===== src/rtl/dvi_pkg.sv =====
// dvi_pkg: default 640x480@60 timing, sequencer state and phase enums, colour-bar helper
package dvi_pkg;
  localparam int DEF_H_ACTIVE = 640;
  localparam int DEF_H_FP = 16;
  localparam int DEF_H_SYNC = 96;
  localparam int DEF_H_BP = 48;
  localparam int DEF_V_ACTIVE = 480;
  localparam int DEF_V_FP = 10;
  localparam int DEF_V_SYNC = 2;
  localparam int DEF_V_BP = 33;
  localparam logic DEF_SYNC_ACT = 1'b1;
  localparam logic [23:0] DEF_FILL_RGB = 24'h000000;
  typedef enum logic [1:0] {IDLE, RUN, STOP} state_t;
  typedef enum logic [1:0] {PH_ACT, PH_FP, PH_SYNC, PH_BP} phase_t;
  // bars: white, yellow, cyan, green, magenta, red, blue, black
  function automatic logic [23:0] bar_rgb(input logic [2:0] i);
    bar_rgb = {{8{~i[1]}}, {8{~i[2]}}, {8{~i[0]}}};
  endfunction
endpackage


===== src/rtl/dvi_axis_counter.sv =====
// dvi_axis_counter: one raster axis counter with wrap, phase decode and next-cycle active lookahead
module dvi_axis_counter
  import dvi_pkg::*;
#(
  parameter int ACTIVE = 8,
  parameter int FP = 2,
  parameter int SYNC = 2,
  parameter int BP = 2
) (
  input  logic       pix_clk,
  input  logic       rst_n,
  input  logic       inc,
  output logic [9:0] cnt,
  output logic       wrap,
  output logic [1:0] phase,
  output logic       nxt_act
);
  localparam int TOTAL = ACTIVE + FP + SYNC + BP;
  localparam logic [10:0] E_ACT = 11'(ACTIVE);
  localparam logic [10:0] E_FP = 11'(ACTIVE + FP);
  localparam logic [10:0] E_SYNC = 11'(ACTIVE + FP + SYNC);
  localparam logic [9:0] LAST = 10'(TOTAL - 1);
  if (TOTAL > 1024) begin : g_chk
    $error("dvi_axis_counter: axis total exceeds 1024");
  end
  function automatic phase_t dec(input logic [9:0] v);
    dec = {1'b0, v} < E_ACT ? PH_ACT : {1'b0, v} < E_FP ? PH_FP : {1'b0, v} < E_SYNC ? PH_SYNC : PH_BP;
  endfunction
  logic [9:0] nxt;
  assign wrap = inc && cnt == LAST;
  assign nxt = !rst_n ? '0 : !inc ? cnt : wrap ? '0 : cnt + 10'd1;
  assign phase = dec(cnt);
  assign nxt_act = dec(nxt) == PH_ACT;
  always_ff @(posedge pix_clk) cnt <= nxt;
endmodule


===== src/rtl/dvi_timing_sequencer.sv =====
// dvi_timing_sequencer: DVI raster/TMDS-control sequencer; define DVI_TEST_PATTERN_EN for colour-bar test pattern
module dvi_timing_sequencer
  import dvi_pkg::*;
#(
  parameter int H_ACTIVE = DEF_H_ACTIVE,
  parameter int H_FP = DEF_H_FP,
  parameter int H_SYNC = DEF_H_SYNC,
  parameter int H_BP = DEF_H_BP,
  parameter int V_ACTIVE = DEF_V_ACTIVE,
  parameter int V_FP = DEF_V_FP,
  parameter int V_SYNC = DEF_V_SYNC,
  parameter int V_BP = DEF_V_BP,
  parameter logic SYNC_ACT = DEF_SYNC_ACT,
  parameter logic [23:0] FILL_RGB = DEF_FILL_RGB
) (
  input  logic        pix_clk,
  input  logic        rst_n,
  input  logic        enable,
  input  logic        pix_valid,
  output logic        pix_ready,
  input  logic [23:0] pix_rgb,
`ifdef DVI_TEST_PATTERN_EN
  input  logic        test_pattern,
`endif
  output logic        de,
  output logic        hsync,
  output logic        vsync,
  output logic [7:0]  d_r,
  output logic [7:0]  d_g,
  output logic [7:0]  d_b,
  output logic [9:0]  x,
  output logic [9:0]  y,
  output logic        frame_start,
  output logic        line_start,
  output logic        underflow
);
  state_t state, ns;
  logic [9:0] hc, vc;
  logic [1:0] hp, vp;
  logic hw, vw, hna, vna, run, nrun, act, xfer, tp, tp_n;
  logic [23:0] pat;
  assign run = state != IDLE;
  dvi_axis_counter #(.ACTIVE(H_ACTIVE), .FP(H_FP), .SYNC(H_SYNC), .BP(H_BP)) u_h (
    .pix_clk(pix_clk), .rst_n(rst_n), .inc(run), .cnt(hc), .wrap(hw), .phase(hp), .nxt_act(hna)
  );
  dvi_axis_counter #(.ACTIVE(V_ACTIVE), .FP(V_FP), .SYNC(V_SYNC), .BP(V_BP)) u_v (
    .pix_clk(pix_clk), .rst_n(rst_n), .inc(hw), .cnt(vc), .wrap(vw), .phase(vp), .nxt_act(vna)
  );
  // vw fires only on the last pixel of the frame, so it doubles as frame_end
  assign ns = state == IDLE ? (enable ? RUN : IDLE) : enable ? RUN : (state == STOP && vw) ? IDLE : STOP;
  assign nrun = rst_n && ns != IDLE;
  assign act = run && hp == PH_ACT && vp == PH_ACT;
  assign xfer = pix_valid && pix_ready;
`ifdef DVI_TEST_PATTERN_EN
  logic [2:0] bar;
  assign bar = 3'(13'(hc) * 13'd8 / 13'(H_ACTIVE));
  assign pat = bar_rgb(bar);
  // latch the mode as the next fetch lands on the frame origin
  assign tp_n = nrun && (state == IDLE || vw) ? test_pattern : tp;
  always_ff @(posedge pix_clk) tp <= rst_n && tp_n;
`else
  assign tp = 1'b0;
  assign tp_n = 1'b0;
  assign pat = FILL_RGB;
`endif
  always_ff @(posedge pix_clk) begin
    if (!rst_n) begin
      state <= IDLE;
      pix_ready <= 1'b0;
      de <= 1'b0;
      hsync <= ~SYNC_ACT;
      vsync <= ~SYNC_ACT;
      {d_r, d_g, d_b} <= '0;
      x <= '0;
      y <= '0;
      frame_start <= 1'b0;
      line_start <= 1'b0;
      underflow <= 1'b0;
    end else begin
      state <= ns;
      pix_ready <= nrun && hna && vna && !tp_n;
      de <= act;
      hsync <= (run && hp == PH_SYNC) ? SYNC_ACT : ~SYNC_ACT;
      vsync <= (run && vp == PH_SYNC) ? SYNC_ACT : ~SYNC_ACT;
      {d_r, d_g, d_b} <= !act ? 24'h0 : tp ? pat : xfer ? pix_rgb : FILL_RGB;
      x <= hc;
      y <= vc;
      frame_start <= run && hc == '0 && vc == '0;
      line_start <= run && hc == '0;
      underflow <= underflow || (act && !tp && !xfer);
    end
  end
endmodule


===== config.mk =====
export PLATFORM = sky130hd
export DESIGN_NAME = dvi_timing_sequencer
export DESIGN_NICKNAME = d
export VERILOG_FILES = /design/src/rtl/dvi_pkg.sv /design/src/rtl/dvi_axis_counter.sv /design/src/rtl/dvi_timing_sequencer.sv
export SDC_FILE = /design/constraint.sdc
export NUM_CORES = 1
export LEC_CHECK = 0
export CORE_MARGIN = 10
export CORE_UTILIZATION = 35
export DETAILED_ROUTE_END_ITERATION = 8
export PLACE_DENSITY = 0.65
export SYNTH_ARGS = -nofsm -noshare
export SYNTH_HDL_FRONTEND = slang
export SYNTH_SLANG_ARGS = --single-unit

===== constraint.sdc =====
create_clock -name pix_clk -period 2.7 [get_ports pix_clk]
set_clock_uncertainty 0.1 [all_clocks]
set_input_delay 0.54 -clock pix_clk [delete_from_list [all_inputs] [get_ports pix_clk]]
set_output_delay 0.54 -clock pix_clk [all_outputs]
set_load 0.02 [all_outputs]

==> flow_metrics.py <==
metrics = {
    "floorplanning": {
        "die_y_um": 106.6,
        "core_um2": 7253,
        "start_util_pct": 36.17,
        "ios": 79,
        "die-area_um2": 11360,
        "row_count": 31,
        "die_w_um": 106.6,
    },
    "synthesis": {
        "ys_seq_elements": 73,
        "async_reset_ff_share_pct": 0,
        "syn_area_um2": 2624,
        "synth.area.top_cells": "dfxtp_1 56%, and2_1 11%, nand2_1 2.7%",
        "synth.net_count": 288,
        "avgSynthCellArea_um2": 10.25,
        "yosysWarningCount": 0,
        "seq_area_frac_synth_pct": 55.70,
        "syn_inst": 256,
        "synth.top_cell.area_share_pct": 55.70,
        "synth_edf_count": 0,
        "synth_cell_types": 48,
        "synth_flop_cell": "dfxtp_1",
        "yosysTopAreaCell": "dfxtp_1",
    },
    "place": {
        "dp_hpwl_mm": 4.932,
        "io_buffers": 78,
        "place.gp.congestion": 0.8438,
        "postPlaceCellArea_um2": 3507,
    },
    "critical_path": {
        "regToRegSetupSlack_ps": 330,
        "r2r_cells": 6,
        "cp_max_fo": 8,
        "rr_endpoint": "pix_ready",
        "start_kind": "register",
        "cp.required_ps": 2830,
        "worst-setup-path-type": "reg2reg",
        "rr_startpoint": "u_h.cnt[0]",
        "arrival_ps": 2500,
        "cp-end-kind": "register",
    },
    "power": {
        "p_clk_share_pct": 45.6,
        "power_frac_seq_pct": 48.9,
        "ir_drop_uv": 290.4,
        "p_switching_w": 0.0004742,
        "cellLeakagePower_nw": 1.394,
        "p_per_area_nw_per_um2": 601.6,
        "p_int_w": 0.001782,
        "power_frac_comb_pct": 5.4,
        "swShare_pct": 21.02,
    },
    "final_layout": {
        "insertedDiodeCount": 0,
        "final-seq-area_um2": 1461,
        "syn_to_final_growth_pct": 42.92,
        "fillers": 671,
        "final_cell_mix": "78 x clkdlybuf4s50_1, 73 x dfxtp_1, 46 x and2_1, 19 x nand2_1, 15 x nor2_1",
        "layout_commonest_cell": "clkdlybuf4s50_1",
        "multi_input_area_um2": 1085,
        "design_area_um2": 3750,
        "nets": 370,
        "drive_gt1_share_pct": 8.163,
    },
    "sta": {
        "finalSetupTns_ps": 0,
        "fmax_ghz": 0.4219,
        "drv_slew": 0,
        "finalCriticalPeriod_ps": 2370,
        "fin_crit_sh_pct": 87.79,
        "timing.slew.headroom_pct": 66.41,
        "rsz0062_at_grt": "no",
        "hold_viol": 0,
        "tightest_slew_ps": 499.9,
        "setup_violations": 0,
    },
    "clock_network": {
        "root_buffer": "clkbuf_8",
        "numCtsBuffers": 9,
        "cts_sinks": 73,
        "htreeDepth": 3,
        "clockBufferDepth": 2,
        "cts_tree": "built",
        "ctsResizeCount": 0,
        "post-cts-setup-buffers": 0,
        "insertion_delay_ps": 340,
        "hold_buffers": 0,
        "clk_pin_slew_ps": 80,
    },
    "detailed_routing": {
        "route.met3.wl_um": 653,
        "drc_errors": 0,
        "drt-vias-per-instance": 4.652,
        "wl_met1_mm": 3.269,
        "wire_per_inst_um": 14.86,
        "drt_iter0_drc": 144,
        "antenna_left": 0,
        "top_layer_used": "met4",
        "wl_mm": 6.569,
        "drt-pass1-iter-count": 4,
        "dr_total_vias": 2056,
        "dr_wl_met2_mm": 2.589,
    },
    "grt": {
        "grt_pass1_vias": 1998,
        "grt_pass1_wl_mm": 10.59,
        "grt_start_max_net_pins": 35,
        "grt_usage_pct": 11.52,
        "grt_antenna_before_repair": 0,
        "overflow": 0,
    },
    "worst_hold_path": {
        "hold_start": "underflow",
        "min_path_type": "reg2reg",
        "hold_path_depth": 1,
        "worst_hold_path.endpoint": "underflow",
    },
    "job": {
        "drv_cap": 0,
    },
    "outcome": {
        "status": "finished, final reports clean",
    },
}
## power by group through the flow
| stage | clock network, W | logic [W] | registers (W) |
|---|---|---|---|
| 6_report | 0.00103 | 0.000122 | 0.00110 |
| 3_3_place_gp | 0 | 0.000122 | 0.00113 |
| 5_1_grt | 0.00110 | 0.000132 | 0.00111 |
| 4_1_cts | 0.00106 | 0.000124 | 0.00110 |
| 3_5_place_dp | 0 | 0.000123 | 0.00113 |
| 2_1_floorplan | 0 | 0.0000366 | 0.00114 |
## critical path: stages, from the launching register on
cell and delay [ps]:
dfxtp_1 420, ha_1 290, o2111ai_4 200, or3_1 520, o31a_1 370, o31ai_1 280, nor4_2 80
## layer usage
metal  vias up  track usage [%]
met5         -                0
met4         0            3.191
met3         4            6.228
met2        94            16.15
met1       931            14.91
li1       1027                -
## synth_stat cells (2+ instances only)
library cell and instances:
o2bb2ai_1 2, and2_1 46, or4_1 3, nand4b_1 3
dfxtp_1 73, ha_1 4, a21boi_0 2, nor3_1 6
or3_1 5, inv_1 9, o41ai_1 2, o21ai_0 4
nand2b_1 2, o31ai_1 2, nand4_1 6, nor4_1 2
nand3_1 5, a21oi_1 4, xor2_1 4, nor2_1 15
nand2_1 19, clkbuf_1 7, nor2b_1 2, xnor2_1 5
## per-stage QoR
stage                     setup slack [ps]  hold WS [ps]  util, %  std cells  total power [W]
after floorplan                      576.5         369.9        -        256         0.001177
after global routing                 131.0         432.2    51.70        442         0.002341
after CTS                            326.5         399.6    51.70        442         0.002286
after global placement               436.9         367.4    48.35        426         0.001250
final                                329.7         394.4    51.70        442         0.002256
after detailed placement             346.8         381.2    48.35        426         0.001253
## kinds of logic after synthesis
| logic type | synth area share [%] |
|---|---|
| AOI/OAI and AO/OA | 9.300 |
| xor gates and xnor gates | 3.004 |
| adders and majority gates | 1.908 |
| buffers and inverters | 3.195 |
| DFF | 55.70 |
| and+or+nand+nor | 26.90 |
## final cells by class
type / count / share of cell area (%)
Multi-Input combinational cell: 164 / 28.93
Sequential cell: 73 / 38.97
Inverter: 9 / 0.9009
Clock inverter: 6 / 3.070
Tap cell: 99 / 3.303
Clock buffer: 10 / 3.403
Timing Repair Buffer: 81 / 21.42
## registers in the layout, summed over array words and instances, names as in the netlist
signal	flops
hsync	1
d_g	8
vsync	1
frame_start	1
d_r	8
d_b	8
pix_ready	1
state	2
line_start	1
u_v.cnt	10
de	1
y	10
x	10
u_h.cnt	10
underflow	1
## worst max path at each step
stage | from | to | slack [ps]
after floorplan | u_h.cnt[0] | pix_ready | 580
after global placement | u_h.cnt[0] | pix_ready | 440
after detailed placement | u_h.cnt[0] | pix_ready | 350
after CTS | u_h.cnt[0] | pix_ready | 330
after global routing | u_h.cnt[0] | pix_ready | 130
final | u_h.cnt[0] | pix_ready | 330
No activity file was read; power rests on OpenSTA's default activity.
